`src/rtl/multdiv_pkg.sv`:
```
// Shared types and constants for the iterative multiply/divide unit.
// MULTDIV_BOOTH4_EN selects radix-4 Booth multiply (WIDTH/2 iterations).
package multdiv_pkg;

  typedef enum logic [1:0] {
    ST_IDLE,
    ST_MUL,
    ST_DIV,
    ST_DONE
  } state_t;

  localparam int WIDTH_DEF = 32;

  function automatic int mul_steps(input int w);
`ifdef MULTDIV_BOOTH4_EN
    return w / 2;
`else
    return w;
`endif
  endfunction

  // Start edge to RDY edge, in clock edges
  localparam int MUL_LAT = mul_steps(WIDTH_DEF) + 1;
  localparam int DIV_LAT = WIDTH_DEF + 1;

  localparam logic [WIDTH_DEF-1:0] INT_MIN = {1'b1, {(WIDTH_DEF-1){1'b0}}};

endpackage

```
`src/rtl/multdiv_div_core.sv`:
```
// Restoring divider on operand magnitudes, one quotient bit per step.
// Sign fix-up, divide-by-zero and INT_MIN/-1 handling are applied on the output.
module multdiv_div_core
  import multdiv_pkg::*;
#(
  parameter int WIDTH = 32
) (
  input  logic             clock,
  input  logic             reset,
  input  logic             load,
  input  logic             step,
  input  logic [WIDTH-1:0] dividend,
  input  logic [WIDTH-1:0] divisor,
  output logic [WIDTH-1:0] quotient,
  output logic             exception
);

  logic [WIDTH-1:0] rem_q, rem_d;
  logic [WIDTH-1:0] quo_q, quo_d;
  logic [WIDTH-1:0] dvs_q, dvs_d;
  logic             neg_q, neg_d;
  logic             dz_q, dz_d;
  logic             ovf_q, ovf_d;

  logic [WIDTH:0]   partial;
  logic [WIDTH-1:0] diff;
  logic             fits;

  always_comb begin
    rem_d = rem_q;
    quo_d = quo_q;
    dvs_d = dvs_q;
    neg_d = neg_q;
    dz_d  = dz_q;
    ovf_d = ovf_q;

    partial = {rem_q, quo_q[WIDTH-1]};
    fits    = partial >= {1'b0, dvs_q};
    // When the divisor fits, the true difference is below 2^WIDTH, so the narrow subtract is exact
    diff    = {rem_q[WIDTH-2:0], quo_q[WIDTH-1]} - dvs_q;

    if (load) begin
      rem_d = '0;
      quo_d = dividend[WIDTH-1] ? -dividend : dividend;
      dvs_d = divisor[WIDTH-1] ? -divisor : divisor;
      neg_d = dividend[WIDTH-1] ^ divisor[WIDTH-1];
      dz_d  = (divisor == '0);
      ovf_d = (dividend == {1'b1, {(WIDTH-1){1'b0}}}) && (&divisor);
    end else if (step) begin
      if (fits) begin
        rem_d = diff;
        quo_d = {quo_q[WIDTH-2:0], 1'b1};
      end else begin
        rem_d = partial[WIDTH-1:0];
        quo_d = {quo_q[WIDTH-2:0], 1'b0};
      end
    end
  end

  always_ff @(posedge clock or posedge reset) begin
    if (reset) begin
      rem_q <= '0;
      quo_q <= '0;
      dvs_q <= '0;
      neg_q <= 1'b0;
      dz_q  <= 1'b0;
      ovf_q <= 1'b0;
    end else begin
      rem_q <= rem_d;
      quo_q <= quo_d;
      dvs_q <= dvs_d;
      neg_q <= neg_d;
      dz_q  <= dz_d;
      ovf_q <= ovf_d;
    end
  end

  // INT_MIN/-1 yields magnitude 2^(WIDTH-1) with positive sign, which already reads as INT_MIN
  assign quotient  = dz_q ? '0 : (neg_q ? -quo_q : quo_q);
  assign exception = dz_q | ovf_q;

endmodule

```
`src/rtl/multdiv_unit.sv`:
```
// Iterative signed multiply (Booth) / divide (restoring) unit with start/RDY handshake.
// MULTDIV_BOOTH4_EN switches the multiplier to radix-4 modified Booth.
module multdiv_unit
  import multdiv_pkg::*;
#(
  parameter int WIDTH = 32
) (
  input  logic             clock,
  input  logic             reset,
  input  logic             ctrl_MULT,
  input  logic             ctrl_DIV,
  input  logic [WIDTH-1:0] data_operandA,
  input  logic [WIDTH-1:0] data_operandB,
  output logic [WIDTH-1:0] data_result,
  output logic             data_exception,
  output logic             data_resultRDY
);

  localparam int CW = $clog2(WIDTH) + 1;
  localparam int MSTEPS = mul_steps(WIDTH);
  localparam logic [CW-1:0] MUL_LAST = CW'(MSTEPS - 1);
  localparam logic [CW-1:0] DIV_LAST = CW'(WIDTH - 1);

  state_t           state_q, state_d;
  logic [CW-1:0]    cnt_q, cnt_d;
  logic             op_mul_q, op_mul_d;
  logic [WIDTH-1:0] mcand_q, mcand_d;
  logic [WIDTH+1:0] acc_q, acc_d;
  logic [WIDTH-1:0] mq_q, mq_d;
  logic             qm1_q, qm1_d;
  logic [WIDTH-1:0] result_q, result_d;
  logic             exc_q, exc_d;
  logic             rdy_q, rdy_d;

  logic             div_load, div_step;
  logic [WIDTH-1:0] div_quotient;
  logic             div_exception;

  // Booth step: {acc, mq, qm1} is the product register; acc carries two guard bits
  logic [WIDTH+1:0]   m_ext, addend, sum;
  logic [2*WIDTH+2:0] shifted;

  always_comb begin
    m_ext  = {{2{mcand_q[WIDTH-1]}}, mcand_q};
    addend = '0;
`ifdef MULTDIV_BOOTH4_EN
    case ({mq_q[1:0], qm1_q})
      3'b001, 3'b010: addend = m_ext;
      3'b011:         addend = m_ext << 1;
      3'b100:         addend = -(m_ext << 1);
      3'b101, 3'b110: addend = -m_ext;
      default:        addend = '0;
    endcase
    sum     = acc_q + addend;
    shifted = $signed({sum, mq_q, qm1_q}) >>> 2;
`else
    case ({mq_q[0], qm1_q})
      2'b01:   addend = m_ext;
      2'b10:   addend = -m_ext;
      default: addend = '0;
    endcase
    sum     = acc_q + addend;
    shifted = $signed({sum, mq_q, qm1_q}) >>> 1;
`endif
  end

  always_comb begin
    state_d  = state_q;
    cnt_d    = cnt_q;
    op_mul_d = op_mul_q;
    mcand_d  = mcand_q;
    acc_d    = acc_q;
    mq_d     = mq_q;
    qm1_d    = qm1_q;
    result_d = result_q;
    exc_d    = exc_q;
    rdy_d    = 1'b0;
    div_load = 1'b0;
    div_step = 1'b0;

    // A start pulse in any state aborts whatever is running; MULT wins a tie
    if (ctrl_MULT) begin
      state_d  = ST_MUL;
      cnt_d    = '0;
      op_mul_d = 1'b1;
      mcand_d  = data_operandA;
      acc_d    = '0;
      mq_d     = data_operandB;
      qm1_d    = 1'b0;
    end else if (ctrl_DIV) begin
      state_d  = ST_DIV;
      cnt_d    = '0;
      op_mul_d = 1'b0;
      div_load = 1'b1;
    end else begin
      case (state_q)
        ST_MUL: begin
          {acc_d, mq_d, qm1_d} = shifted;
          if (cnt_q == MUL_LAST) state_d = ST_DONE;
          else                   cnt_d   = cnt_q + 1'b1;
        end
        ST_DIV: begin
          div_step = 1'b1;
          if (cnt_q == DIV_LAST) state_d = ST_DONE;
          else                   cnt_d   = cnt_q + 1'b1;
        end
        ST_DONE: begin
          state_d = ST_IDLE;
          rdy_d   = 1'b1;
          if (op_mul_q) begin
            result_d = mq_q;
            exc_d    = acc_q[WIDTH-1:0] != {WIDTH{mq_q[WIDTH-1]}};
          end else begin
            result_d = div_quotient;
            exc_d    = div_exception;
          end
        end
        default: ;
      endcase
    end
  end

  always_ff @(posedge clock or posedge reset) begin
    if (reset) begin
      state_q  <= ST_IDLE;
      cnt_q    <= '0;
      op_mul_q <= 1'b0;
      mcand_q  <= '0;
      acc_q    <= '0;
      mq_q     <= '0;
      qm1_q    <= 1'b0;
      result_q <= '0;
      exc_q    <= 1'b0;
      rdy_q    <= 1'b0;
    end else begin
      state_q  <= state_d;
      cnt_q    <= cnt_d;
      op_mul_q <= op_mul_d;
      mcand_q  <= mcand_d;
      acc_q    <= acc_d;
      mq_q     <= mq_d;
      qm1_q    <= qm1_d;
      result_q <= result_d;
      exc_q    <= exc_d;
      rdy_q    <= rdy_d;
    end
  end

  multdiv_div_core #(.WIDTH(WIDTH)) u_div (
    .clock     (clock),
    .reset     (reset),
    .load      (div_load),
    .step      (div_step),
    .dividend  (data_operandA),
    .divisor   (data_operandB),
    .quotient  (div_quotient),
    .exception (div_exception)
  );

  assign data_result    = result_q;
  assign data_exception = exc_q;
  assign data_resultRDY = rdy_q;

endmodule

```
`config.mk`:
```
export PLATFORM = sky130hd
export DESIGN_NAME = multdiv_unit
export DESIGN_NICKNAME = d
export VERILOG_FILES = /design/src/rtl/multdiv_pkg.sv /design/src/rtl/multdiv_div_core.sv /design/src/rtl/multdiv_unit.sv
export SDC_FILE = /design/constraint.sdc
export NUM_CORES = 1
export LEC_CHECK = 0
export CAP_MARGIN = 20
export CORE_UTILIZATION = 30
export CTS_BUF_LIST = sky130_fd_sc_hd__clkbuf_4
export DETAILED_ROUTE_END_ITERATION = 10
export DONT_BUFFER_PORTS = 1
export SETUP_SLACK_MARGIN = 0.02
export SYNTH_ARGS = -nofsm -noshare
export SYNTH_HDL_FRONTEND = slang
export SYNTH_SLANG_ARGS = --single-unit
```
`constraint.sdc`:
```
create_clock -name clock -period 9 [get_ports clock]
set_clock_uncertainty 0.05 [all_clocks]
set_input_delay 0.9 -clock clock [delete_from_list [all_inputs] [get_ports clock]]
set_output_delay 0.9 -clock clock [all_outputs]
set_load 0.02 [all_outputs]
```
Yosys cells after proc, flatten, opt, wreduce, memory -nomap -nowiden
Index checks and enable logic that the tools add are counted.
W data, S select, Z words.
- reductions and logical operators: 13
- muxes and demuxes: 40
- magnitude comparators: 1
- bitwise logic cells: 4
- equal/unequal tests: 11
- add/sub/neg operators: 7
- operator list (kind ; number):
    $mux W32 ; 13
    $mux W34 ; 3
    $neg A32 Y32 ; 3
    $pmux W34 S2 ; 1
    $add A34 B34 Y34 ; 1
    $neg A34 Y34 ; 1
    $ge A33 B32 Y1 ; 1
    $eq A32 B32 Y1 const B ; 1
    $logic_not A32 Y1 ; 1
    $ne A32 B32 Y1 ; 1
    $reduce_and A32 Y1 ; 1
    $sub A32 B32 Y32 ; 1
    $mux W6 ; 4
    $mux W1 ; 15
    $add A6 B1 Y6 const B ; 1
    $eq A2 B2 Y1 const B ; 3
    $eq A6 B5 Y1 const B ; 1
    $mux W2 ; 3
    $reduce_and A2 Y1 ; 3
    $reduce_bool A2 Y1 ; 3
    $eq A2 B1 Y1 const B ; 2
    $ne A4 B1 Y1 const B ; 1
    $pmux W2 S2 ; 1
    $reduce_bool A4 Y1 ; 1
    other kinds (9) ; 10
- output and inout port bits: 34
- input port bits: 68
- flip-flop bits (word level): 241
- logic and storage cells: 92

Longest topological paths before layout
Gate-level depths: netlist of run 1.
- word-level depth: 6
- mapped depth: 21
- depth with buffers taken out: 19

Modules after synthesis
From an unflattened synthesis of run 1, not the netlist that was laid out.
- cells, all modules: 2048
- area total of the unflattened synthesis: 17217.8 um^2
- by module, submodules not included (module ; sequential area each (um^2) ; area each (um^2) ; cells each ; times used):
    multdiv_unit ; 3528.4 ; 8817.2 ; 1002 ; 1
    multdiv_div_core ; 2477.4 ; 8400.6 ; 1046 ; 1

Worst setup path before layout of run 1
OpenSTA, ideal clock, no wires.
- path type: register to register
- from: register mcand_q[0]
- to: register acc_q[32]
- data arrival time: 4119 ps
- setup time: 125 ps
- required time: 8825 ps
- period minus slack after synthesis: 4294 ps
- stages on the path, launching flop included: 17
- slack: 4706 ps
- path buffers: 1
- cell sequence: dfrtp_1 -> or4_1 -> nor4_2 -> and2_0 -> clkbuf_1 -> nand2_1 -> a21oi_1 -> a311oi_1 -> ha_1 -> and4_1 -> nand2_1 -> a31o_2 -> a311oi_1 -> a31oi_1 -> mux2i_1 -> o21ai_0 -> mux2_2
- word-level cells in the longest chain between the ends: 6
- ends and longest elaborated chain (element ; RTL line ; RTL):
    from (decl) ; multdiv_unit.sv:27 ; logic [WIDTH-1:0] mcand_q, mcand_d;
    from (signal assigned) ; multdiv_unit.sv:139 ; mcand_q <= mcand_d;
    $neg A34 Y34 ; multdiv_unit.sv:59 ; 2'b10: addend = -m_ext;
    $pmux W34 S2 * ; multdiv_unit.sv:57 ; case ({mq_q[0], qm1_q})
    $add A34 B34 Y34 * ; multdiv_unit.sv:62 ; sum = acc_q + addend;
    $mux W34 * ; multdiv_unit.sv:96 ; case (state_q)
    $mux W34 * ; multdiv_unit.sv:90 ; end else if (ctrl_DIV) begin
    $mux W34 * ; multdiv_unit.sv:82 ; if (ctrl_MULT) begin
    to (signal assigned) ; multdiv_unit.sv:129 ; acc_q <= '0;
    to (signal assigned) ; multdiv_unit.sv:140 ; acc_q <= acc_d;
    to (decl) ; multdiv_unit.sv:28 ; logic [WIDTH+1:0] acc_q, acc_d;
Every way passes the cells marked *; elsewhere a longest branch is shown, timed or not. The select of a mux whose other input is x is not followed.
A chain may end at the register's enable or synchronous reset.

Worst setup path in the final report of run 1
- from: register mq_q[0]
- to: register acc_q[32]
- word-level cells in the longest chain between the ends: 6
- elaborated cells on any way between the ends: 7
- those cells by class: 1 x add/sub; 2 x eq/ne; 4 x mux
- ends and longest elaborated chain (element ; RTL line ; RTL):
    from (decl) ; multdiv_unit.sv:29 ; logic [WIDTH-1:0] mq_q, mq_d;
    from (signal assigned) ; multdiv_unit.sv:141 ; mq_q <= mq_d;
    $eq A2 B2 Y1 or $eq A2 B1 Y1 (tied branches) ; multdiv_unit.sv:57 ;
    $pmux W34 S2 * ; multdiv_unit.sv:57 ;
    $add A34 B34 Y34 * ; multdiv_unit.sv:62 ;
    $mux W34 * ; multdiv_unit.sv:96 ;
    $mux W34 * ; multdiv_unit.sv:90 ;
    $mux W34 * ; multdiv_unit.sv:82 ;
Marked as above.

==> results of run 1 <==
==> kinds of logic after synthesis <==
group,after synthesis,share of synthesized area (%)
multiplexers,86,5.39
flip-flops,240,36.1
XOR/XNOR,148,7.80
adder cells (fa/ha/maj),78,5.96
AO/OA/AOI/OAI,566,20.8
AND/OR/NAND/NOR,697,19.6
buffers and inverters,190,4.34
==> how the worst min path moves through the flow <==
stage | endpoint | startpoint | cells past startpoint | slack, ps
2_1_floorplan | u_div.ovf_q | u_div.ovf_q | 2 | 390
3_3_place_gp | u_div.dvs_q[8] | u_div.dvs_q[8] | 2 | 410
3_5_place_dp | u_div.dvs_q[28] | u_div.dvs_q[28] | 2 | 420
4_1_cts | acc_q[27] | reset | 1 | 40
5_1_grt | acc_q[12] | reset | 1 | 70
6_report | acc_q[13] | reset | 1 | 50
==> per-stage QoR <==
step | std cells | area (um2) | hold slack, ps | worst slack [ps] | util [%]
after global routing | 2722 | 18100 | 74.4 | 3410 | 33.4
after detailed placement | 2595 | 17200 | 424 | 3960 | 31.7
final | 2722 | 18100 | 50.0 | 3860 | 33.4
after CTS | 2720 | 18100 | 40.6 | 3930 | 33.3
after global placement | 2595 | 17200 | 415 | 3990 | 31.7
after floorplan | 2005 | 16600 | 393 | 1460 | -
==> power groups by stage <==
stage | Sequential, W | Combinational, W | Clock [W]
finish | 0.00145 | 0.000644 | 0.00109
global route | 0.00147 | 0.000731 | 0.00118
CTS | 0.00145 | 0.000648 | 0.00113
detailed placement | 0.00147 | 0.000645 | 0
global placement | 0.00146 | 0.000634 | 0
floorplan | 0.00140 | 0.000529 | 0
==> final cells by class <==
class | instances | area, um2 | area share, %
multi-input cells | 1575 | 9930 | 54.9
flip-flops and latches | 240 | 6010 | 33.2
well taps | 696 | 871 | 4.81
clock buffers | 111 | 833 | 4.60
inverters | 73 | 282 | 1.56
repair buffers | 12 | 97.6 | 0.539
clock inverters | 14 | 81.3 | 0.449
diodes | 1 | 2.50 | 0.0138
==> critical path: cells and delay by family (launching register included) <==
family          cells  cell delay (ps)
compound gates      7             2010
fa+ha+maj           2              750
buf+inv             2              720
simple gates        3              580
mux                 2              520
flops               1              390
==> per-layer routing <==
layer | up-vias | part of all wire (%) | GRT usage, %
li1 | 7163 | - | -
met1 | 7256 | 46 | 24.2
met2 | 461 | 44 | 27.7
met3 | 90 | 7.6 | 4.59
met4 | 0 | 2.9 | 6.31
met5 | - | 0 | 0
==> flip-flops by register name, summed over array words and instances (netlist names) <==
signal and flops:
acc_q 33, cnt_q 6, data_exception 1, data_result 32, data_resultRDY 1, mcand_q 32
mq_q 32, op_mul_q 1, qm1_q 1, state_q 2, u_div.dvs_q 32, u_div.dz_q 1
u_div.neg_q 1, u_div.ovf_q 1, u_div.quo_q 32, u_div.rem_q 32
==> layout by cell type (no fill, tap or decap), drive strengths merged, types with 5 or more instances in the layout <==
cell type,synthesis,final
nand3,68,68
or3,16,16
mux2i,58,58
buf,9,12
o31ai,30,30
o41ai,16,16
dfrtp,240,240
ha,76,76
clkinv,0,11
inv,73,75
nand2,282,282
nor3,51,51
nand2b,20,20
o21bai,7,7
nor2,140,140
a21o,32,32
and3,12,12
mux2,28,28
nor4,22,22
o211ai,7,7
or2,10,10
o311ai,6,6
o21a,8,8
xor2,69,69
a21oi,133,133
a22oi,30,30
or4,11,11
and2,9,9
a311oi,11,11
o221ai,6,6
xnor2,79,79
a211o,5,5
nand4,31,31
clkbuf,108,111
a31oi,37,37
nor2b,9,9
o21ai,206,206
==> metrics, run 1 <==
cell-by-cell trace of the critical path inv_1, ha_1, inv_1, nand2_1, a22oi_1, nor2_1, ha_1, o21ai_0, nor4_1, o311ai_0, a31o_2, a311oi_1, a31oi_1, mux2i_1, o21ai_0, mux2_2; worst endpoint required time 9610 ps; Clock Latency Late Sink 800 ps; worst-path maximum fanout 21; PnR Total Power 0.00318 W; worst slew margin relative to its limit 31.0%; peak supply drop 0.0895 mV; maximum cell stage delay along the critical path 720 ps; wire length of the first global-routing pass 80.2 mm; initial antenna violation count 4; HPWL after detailed placement 36.2 mm; Detailed Route WL 49.9 mm; final clock period utilization by the worst path 57.1%; number of global-route vias before repair 14400; floorplan die width 237 um; maximum number of pins on one net before global-route repair 114; layout cell share with drive strength beyond 1 9.19%; number of H-tree levels 3; FILL cells 5677; number of different library cells in the post-synthesis netlist 74; number of resized instances in the post-cts repair step 0; total of flip-flops plus latches after synthesis 240; number of cells traversed by the worst register-to-register path 16; reg-to-reg slack, setup 3860 ps; number of buffers created by CTS 72; count of clock tree sinks 240; number of iterations in the first detailed-routing pass 5; status finished clean; total power per unit cell area 176 mW/mm2; TritonCTS clock tree yes; relative contribution of sequential cells to total power 45.6%; initial detailed-routing violation count 1363; final max-slew violation count 0; crit path to acc_q[32]; cells after synthesis 2005; endpoints failing setup 0; Avg Inst Size Synth 8.29 um2; clock root buffer master sky130_fd_sc_hd__clkbuf_4; critical setup path kind flop to flop; remaining routing DRC violations 0; cell type of the slowest stage on the worst timing path sky130_fd_sc_hd__a311oi_1; top cell type by total area after synthesis sky130_fd_sc_hd__dfrtp_1; total global-route track usage 18.0%; Switching Fraction 35.0%; transition time at the pin with the least slew margin 1040 ps; Port-buffer cells 0; sum of overflow across all layers after global routing 0; Setup TNS 0 ps; Critical Path AT 5740 ps; initial core utilization 30.7%; class of the worst hold path primary input to asynchronous set/reset pin; quantity of hold-fixing buffers added after cts 0; CP startpoint kind flop; final hold vios 0; number of enable flip-flop cells after synthesis 0; overall die area 0.0564 mm2; Int Pwr 0.00207 W; antenna-violating nets left 0; count of vias placed by the detailed router 15000; post-CTS setup buffer count 0; crit path time final 5140 ps; unrepaired setup endpoints after global routing false; post-DR wirelength/cell 18.4 um; proportion of synthesized chip area in sequential cells 36.1%; share of Yosys cell area claimed by the top area cell type 36.1%; Worst-path clk slew 70 ps; number of maximum-capacitance violations 0; commonest cells in the netlist 281 x sky130_fd_sc_hd__nand2_1, 240 x sky130_fd_sc_hd__dfrtp_1, 202 x sky130_fd_sc_hd__o21ai_0, 139 x sky130_fd_sc_hd__nor2_1, 133 x sky130_fd_sc_hd__a21oi_1; flip-flop cell with the highest count after synthesis sky130_fd_sc_hd__dfrtp_1; kind of end point of the critical path flop; area of the placeable core 0.0542 mm2; highest clock rate 195 MHz; yosys warns 0; proportion of synthesized flip-flops having asynchronous set or reset 100%; IO Count 102; number of buffers between clock root and the deepest sink 3; summed instance area of the synthesized netlist 0.0166 mm2; layout net count 2120; top cells by area, synth sky130_fd_sc_hd__dfrtp_1 36%, sky130_fd_sc_hd__nand2_1 6.3%, sky130_fd_sc_hd__o21ai_0 6.1%; proportion of power drawn by combinational gates 20.2%; start point of the critical path mq_q[0]; Die Height 237 um; Std-Cell Rows 85; endpoint of the most critical register-to-register path acc_q[32]; post-detailed-route via-to-cell ratio 5.50; relative area change from synthesis to final layout 8.88%; Post-Syn Nets 2151; reported leakage power 7.61 nW; P_sw 0.00112 W; most numerous cell in the Yosys netlist sky130_fd_sc_hd__nand2_1; worst reg2reg startpoint mq_q[0]; global placer's final weighted congestion 0.905; part of the power in the clock network 34.2%
Power figures use the tool's default switching activity.
==> run 2: changes to the inputs <==
Clock period 9 ns to 5.2 ns, I/O delays scaled along.
==> metrics, run 2 (synthesis results as in run 1) <==
kind of end point of the critical path flop; Setup TNS 0 ps; highest clock rate 215 MHz; initial core utilization 30.7%; cell-by-cell trace of the critical path or4_1, nor4_2, buf_4, and2_0, nand3_1, a311oi_1, ha_1, and4_1, a221oi_1, a311oi_1, buf_4, a31oi_1, mux2i_1, o21ai_0, mux2_2; initial antenna violation count 7; total global-route track usage 19.5%; kind of cell adding the most delay to the critical path simple AND/OR/NAND/NOR gates; status finished clean; maximum cell stage delay along the critical path 590 ps; unrepaired setup endpoints after global routing false; crit path time final 4660 ps; Std-Cell Rows 85; critical setup path kind flop to flop; cell type of the slowest stage on the worst timing path sky130_fd_sc_hd__or4_1; worst endpoint required time 5810 ps; PnR Total Power 0.00569 W; final hold vios 0; HPWL after detailed placement 37.3 mm; TritonCTS clock tree yes; layout cell share with drive strength beyond 1 9.37%; IO Count 102; number of iterations in the first detailed-routing pass 5; most common cell after layout, fill and taps aside sky130_fd_sc_hd__nand2_1; peak supply drop 0.197 mV; reported leakage power 8.04 nW; Port-buffer cells 0; number of buffers created by CTS 73; Detailed Route WL 55.2 mm; final max-slew violation count 0; class of the worst hold path primary input to flop; overall die area 0.0564 mm2; buffer and inverter count on the worst path 2; Worst-path clk slew 60 ps; Most flops, register acc_q; count of vias placed by the detailed router 15600; number of H-tree levels 3; relative area change from synthesis to final layout 15.1%; initial detailed-routing violation count 1594; number of buffers between clock root and the deepest sink 3; floorplan die width 237 um; final clock period utilization by the worst path 89.6%; count of clock tree sinks 240; global placer's final weighted congestion 0.907; total power per unit cell area 297 mW/mm2; Clock Latency Late Sink 780 ps; sum of overflow across all layers after global routing 0; met3 routing resource usage after global routing 5.81%; commonest cells after routing, fill and taps aside 280 x sky130_fd_sc_hd__nand2_1, 240 x sky130_fd_sc_hd__dfrtp_1, 202 x sky130_fd_sc_hd__o21ai_0; post-detailed-route via-to-cell ratio 5.53; worst slew margin relative to its limit 32.9%; worst-path maximum fanout 7; wire length of the first global-routing pass 86.3 mm; maximum number of pins on one net before global-route repair 102; number of maximum-capacitance violations 0; number of global-route vias before repair 15100; Die Height 237 um; endpoints failing setup 0; GR Util met1 26.2%; clock root buffer master sky130_fd_sc_hd__clkbuf_4; antenna-violating nets left 0; CP startpoint kind flop; transition time at the pin with the least slew margin 1000 ps; area of the placeable core 0.0542 mm2; Largest register FFs 33; layout net count 2215; grt peak-use layer met2; post-DR wirelength/cell 19.5 um; met2 track demand over resource 29.8%; Critical Path AT 5270 ps; remaining routing DRC violations 0
run 2: changes by cell type in the layout (fill, tap and decap cells not counted), moves of 3 or more:
cell	delta
sky130_fd_sc_hd__clkbuf_4	-4
sky130_fd_sc_hd__dlygate4sd3_1	+82
sky130_fd_sc_hd__clkinvlp_4	+3
sky130_fd_sc_hd__buf_4	+7
sky130_fd_sc_hd__diode_2	+8
sky130_fd_sc_hd__clkinv_1	+5
sky130_fd_sc_hd__buf_12	+3
run 2: repair_timing:
action                                  CTS  global route
endpoints found under the setup margin    0             1
buffers inserted                          0             0
hold endpoints to repair                185             0
resized for setup                         0             2
hold buffers                             84             0
run 2: metal layers:
layer  share of wire, %  vias up
met5              0.042        -
met4                2.7        4
met3                9.2      109
met2                 44      628
met1                 44     7547
li1                   -     7349
run 2: power breakdown:
group	internal, W	switching [W]
clock network	0.000995	0.000917
registers	0.00211	0.000410
logic	0.000515	0.000744
total	0.00362	0.00207
run 2: worst register-to-register path, cell delays in order, from the launching register on:
cell	delay, ps
sky130_fd_sc_hd__dfrtp_1	440
sky130_fd_sc_hd__or4_1	590
sky130_fd_sc_hd__nor4_2	240
sky130_fd_sc_hd__buf_4	190
sky130_fd_sc_hd__and2_0	340
sky130_fd_sc_hd__nand3_1	120
sky130_fd_sc_hd__a311oi_1	310
sky130_fd_sc_hd__ha_1	360
sky130_fd_sc_hd__and4_1	210
sky130_fd_sc_hd__a221oi_1	410
sky130_fd_sc_hd__a311oi_1	220
sky130_fd_sc_hd__buf_4	210
sky130_fd_sc_hd__a31oi_1	280
sky130_fd_sc_hd__mux2i_1	220
sky130_fd_sc_hd__o21ai_0	100
sky130_fd_sc_hd__mux2_2	280
run 2: path summary, 6_finish.rpt:
kind                                   start  cells after the start  slack [ps]              end
max                               mcand_q[2]                     15         540        acc_q[32]
min                        data_operandA[23]                      4          80  u_div.quo_q[25]
max reg2reg                       mcand_q[2]                     15         540        acc_q[32]
min reg2reg                  u_div.dvs_q[30]                      2         430  u_div.dvs_q[30]
max in group asynchronous              reset                      3        3370  u_div.rem_q[16]
min in group asynchronous              reset                      2         400        acc_q[16]
run 2: layout make-up:
class,count,area (um2)
Clock inverter,22,129
Inverter,73,278
Multi-Input combinational cell,1575,9940
Antenna cell,9,22.5
Clock buffer,107,803
Sequential cell,240,6010
Fill cell,5628,35100
Timing Repair Buffer,106,1090
Tap cell,696,871
run 2: through the flow:
stage | hold WS, ps | worst slack [ps] | utilization (%) | area, um2 | std cells
detailed placement | 425 | 346 | 31.8 | 17200 | 2603
global placement | 419 | 460 | 31.8 | 17200 | 2603
floorplan | 393 | 906 | - | 16600 | 2005
finish | 76.7 | 541 | 35.3 | 19100 | 2828
global route | 31.9 | 206 | 35.3 | 19100 | 2823
CTS | 0.0169 | 348 | 35.1 | 19000 | 2816
==> run 3: changes to the inputs <==
Settings changed: HOLD_SLACK_MARGIN set to 0.12.
==> metrics, run 3 (synthesis results as in run 1) <==
count of clock tree sinks 240; unrepaired setup endpoints after global routing false; layout cell share with drive strength beyond 1 9.31%; Worst-path clk slew 60 ps; crit path time final 4640 ps; initial antenna violation count 7; post-detailed-route via-to-cell ratio 5.49; Int Pwr 0.00363 W; IO Count 102; highest clock rate 215 MHz; proportion of power drawn by combinational gates 22.3%; most common cell after layout, fill and taps aside sky130_fd_sc_hd__nand2_1; part of the power in the clock network 33.5%; smallest setup slack after layout 555 ps; worst-path maximum fanout 7; layout net count 2229; Post-Place Worst Slack 346 ps; Most flops, register acc_q; Switching Fraction 36.4%; commonest cells after routing, fill and taps aside 280 x sky130_fd_sc_hd__nand2_1, 240 x sky130_fd_sc_hd__dfrtp_1, 202 x sky130_fd_sc_hd__o21ai_0; final hold vios 0; Setup TNS 0 ps; Finished Core Util 35.5%; status finished clean; Port-buffer cells 0; transition time at the pin with the least slew margin 1060 ps; endpoints failing setup 0; final clock period utilization by the worst path 89.3%; worst endpoint required time 5800 ps; kind of end point of the critical path flop; CP startpoint kind flop; HPWL after detailed placement 37.3 mm; peak supply drop 0.199 mV; wire length of the first global-routing pass 84.8 mm; number of buffers between clock root and the deepest sink 3; number of maximum-capacitance violations 0; Critical Path AT 5250 ps; class of the worst hold path primary input to flop; clock root buffer master sky130_fd_sc_hd__clkbuf_4; number of iterations in the first detailed-routing pass 6; floorplan die width 237 um; area of the placeable core 0.0542 mm2; TritonCTS clock tree yes; global placer's final weighted congestion 0.907; number of global-route vias before repair 15100; Die Height 237 um; reported leakage power 8.08 nW; antenna-violating nets left 0; Std-Cell Rows 85; Detailed Route WL 53.6 mm; relative area change from synthesis to final layout 15.8%; Clock Latency Late Sink 790 ps; initial core utilization 30.7%; remaining routing DRC violations 0; initial detailed-routing violation count 1350; sum of overflow across all layers after global routing 0; final max-slew violation count 0; P_sw 0.00208 W; number of H-tree levels 3; count of vias placed by the detailed router 15600; total power per unit cell area 296 mW/mm2; worst slew margin relative to its limit 29.2%; Largest register FFs 33; maximum number of pins on one net before global-route repair 103; number of buffers created by CTS 73; Hold Slack 204 ps; relative contribution of sequential cells to total power 44.2%; worst hold stages 6; total global-route track usage 19.0%; post-DR wirelength/cell 18.9 um; overall die area 0.0564 mm2; critical setup path kind flop to flop; number of cells traversed by the worst register-to-register path 15
## run 3: power by group through the flow
| stage | clock network (W) | registers, W | logic (W) |
|---|---|---|---|
| 6_report | 0.00191 | 0.00252 | 0.00127 |
| 5_1_grt | 0.00208 | 0.00255 | 0.00143 |
| 3_5_place_dp | 0 | 0.00255 | 0.00113 |
| 3_3_place_gp | 0 | 0.00254 | 0.00111 |
| 4_1_cts | 0.00197 | 0.00252 | 0.00127 |
| 2_1_floorplan | 0 | 0.00242 | 0.000916 |
## run 3: repair_timing
item                                   in CTS  in global routing
buffers inserted                            0                  0
gates resized for setup                     0                  2
endpoints found under the hold margin     192                  0
setup endpoints to repair                   0                  1
hold buffers                               99                  0
## run 3: layout make-up
cell class	instances	area, um2
Clock inverter	22	129
Sequential cell	240	6010
Antenna cell	5	12.5
Tap cell	696	871
Clock buffer	107	803
Fill cell	5617	35000
Multi-Input combinational cell	1575	9940
Timing Repair Buffer	120	1220
Inverter	73	278
## run 3: path summary, 6_finish.rpt
kind | start | endpoint | slack (ps)
max in group asynchronous | reset | u_div.rem_q[6] | 3350
min reg2reg | u_div.dvs_q[30] | u_div.dvs_q[30] | 430
min in group asynchronous | reset | acc_q[16] | 400
max | mcand_q[2] | acc_q[32] | 560
min | data_operandA[1] | u_div.quo_q[9] | 200
max reg2reg | mcand_q[2] | acc_q[32] | 560
## run 3: routing by layer
layer | wire (um) | vias up | GRT usage [%]
met5 | 37 | - | 0
met4 | 1570 | 6 | 6.96
met3 | 4250 | 115 | 5.41
met2 | 23800 | 566 | 29.4
met1 | 23900 | 7505 | 25.2
li1 | - | 7379 | -
## run 3: stage by stage
step / power (W) / instances / instance area, um2
floorplan: 0.00334 / 2005 / 16600
global placement: 0.00364 / 2603 / 17200
detailed placement: 0.00368 / 2603 / 17200
CTS: 0.00575 / 2831 / 19200
global route: 0.00605 / 2836 / 19300
finish: 0.00570 / 2838 / 19300
## run 3: worst max-delay path: stages, from the launching register on
cell and delay [ps]:
sky130_fd_sc_hd__dfrtp_1 440, sky130_fd_sc_hd__or4_1 590, sky130_fd_sc_hd__nor4_2 240, sky130_fd_sc_hd__buf_4 200, sky130_fd_sc_hd__and2_0 330, sky130_fd_sc_hd__nand3_1 120, sky130_fd_sc_hd__a311oi_1 310, sky130_fd_sc_hd__ha_1 360
sky130_fd_sc_hd__and4_1 210, sky130_fd_sc_hd__a221oi_1 400, sky130_fd_sc_hd__a311oi_1 210, sky130_fd_sc_hd__buf_4 200, sky130_fd_sc_hd__a31oi_1 280, sky130_fd_sc_hd__mux2i_1 220, sky130_fd_sc_hd__o21ai_0 100, sky130_fd_sc_hd__mux2_2 270
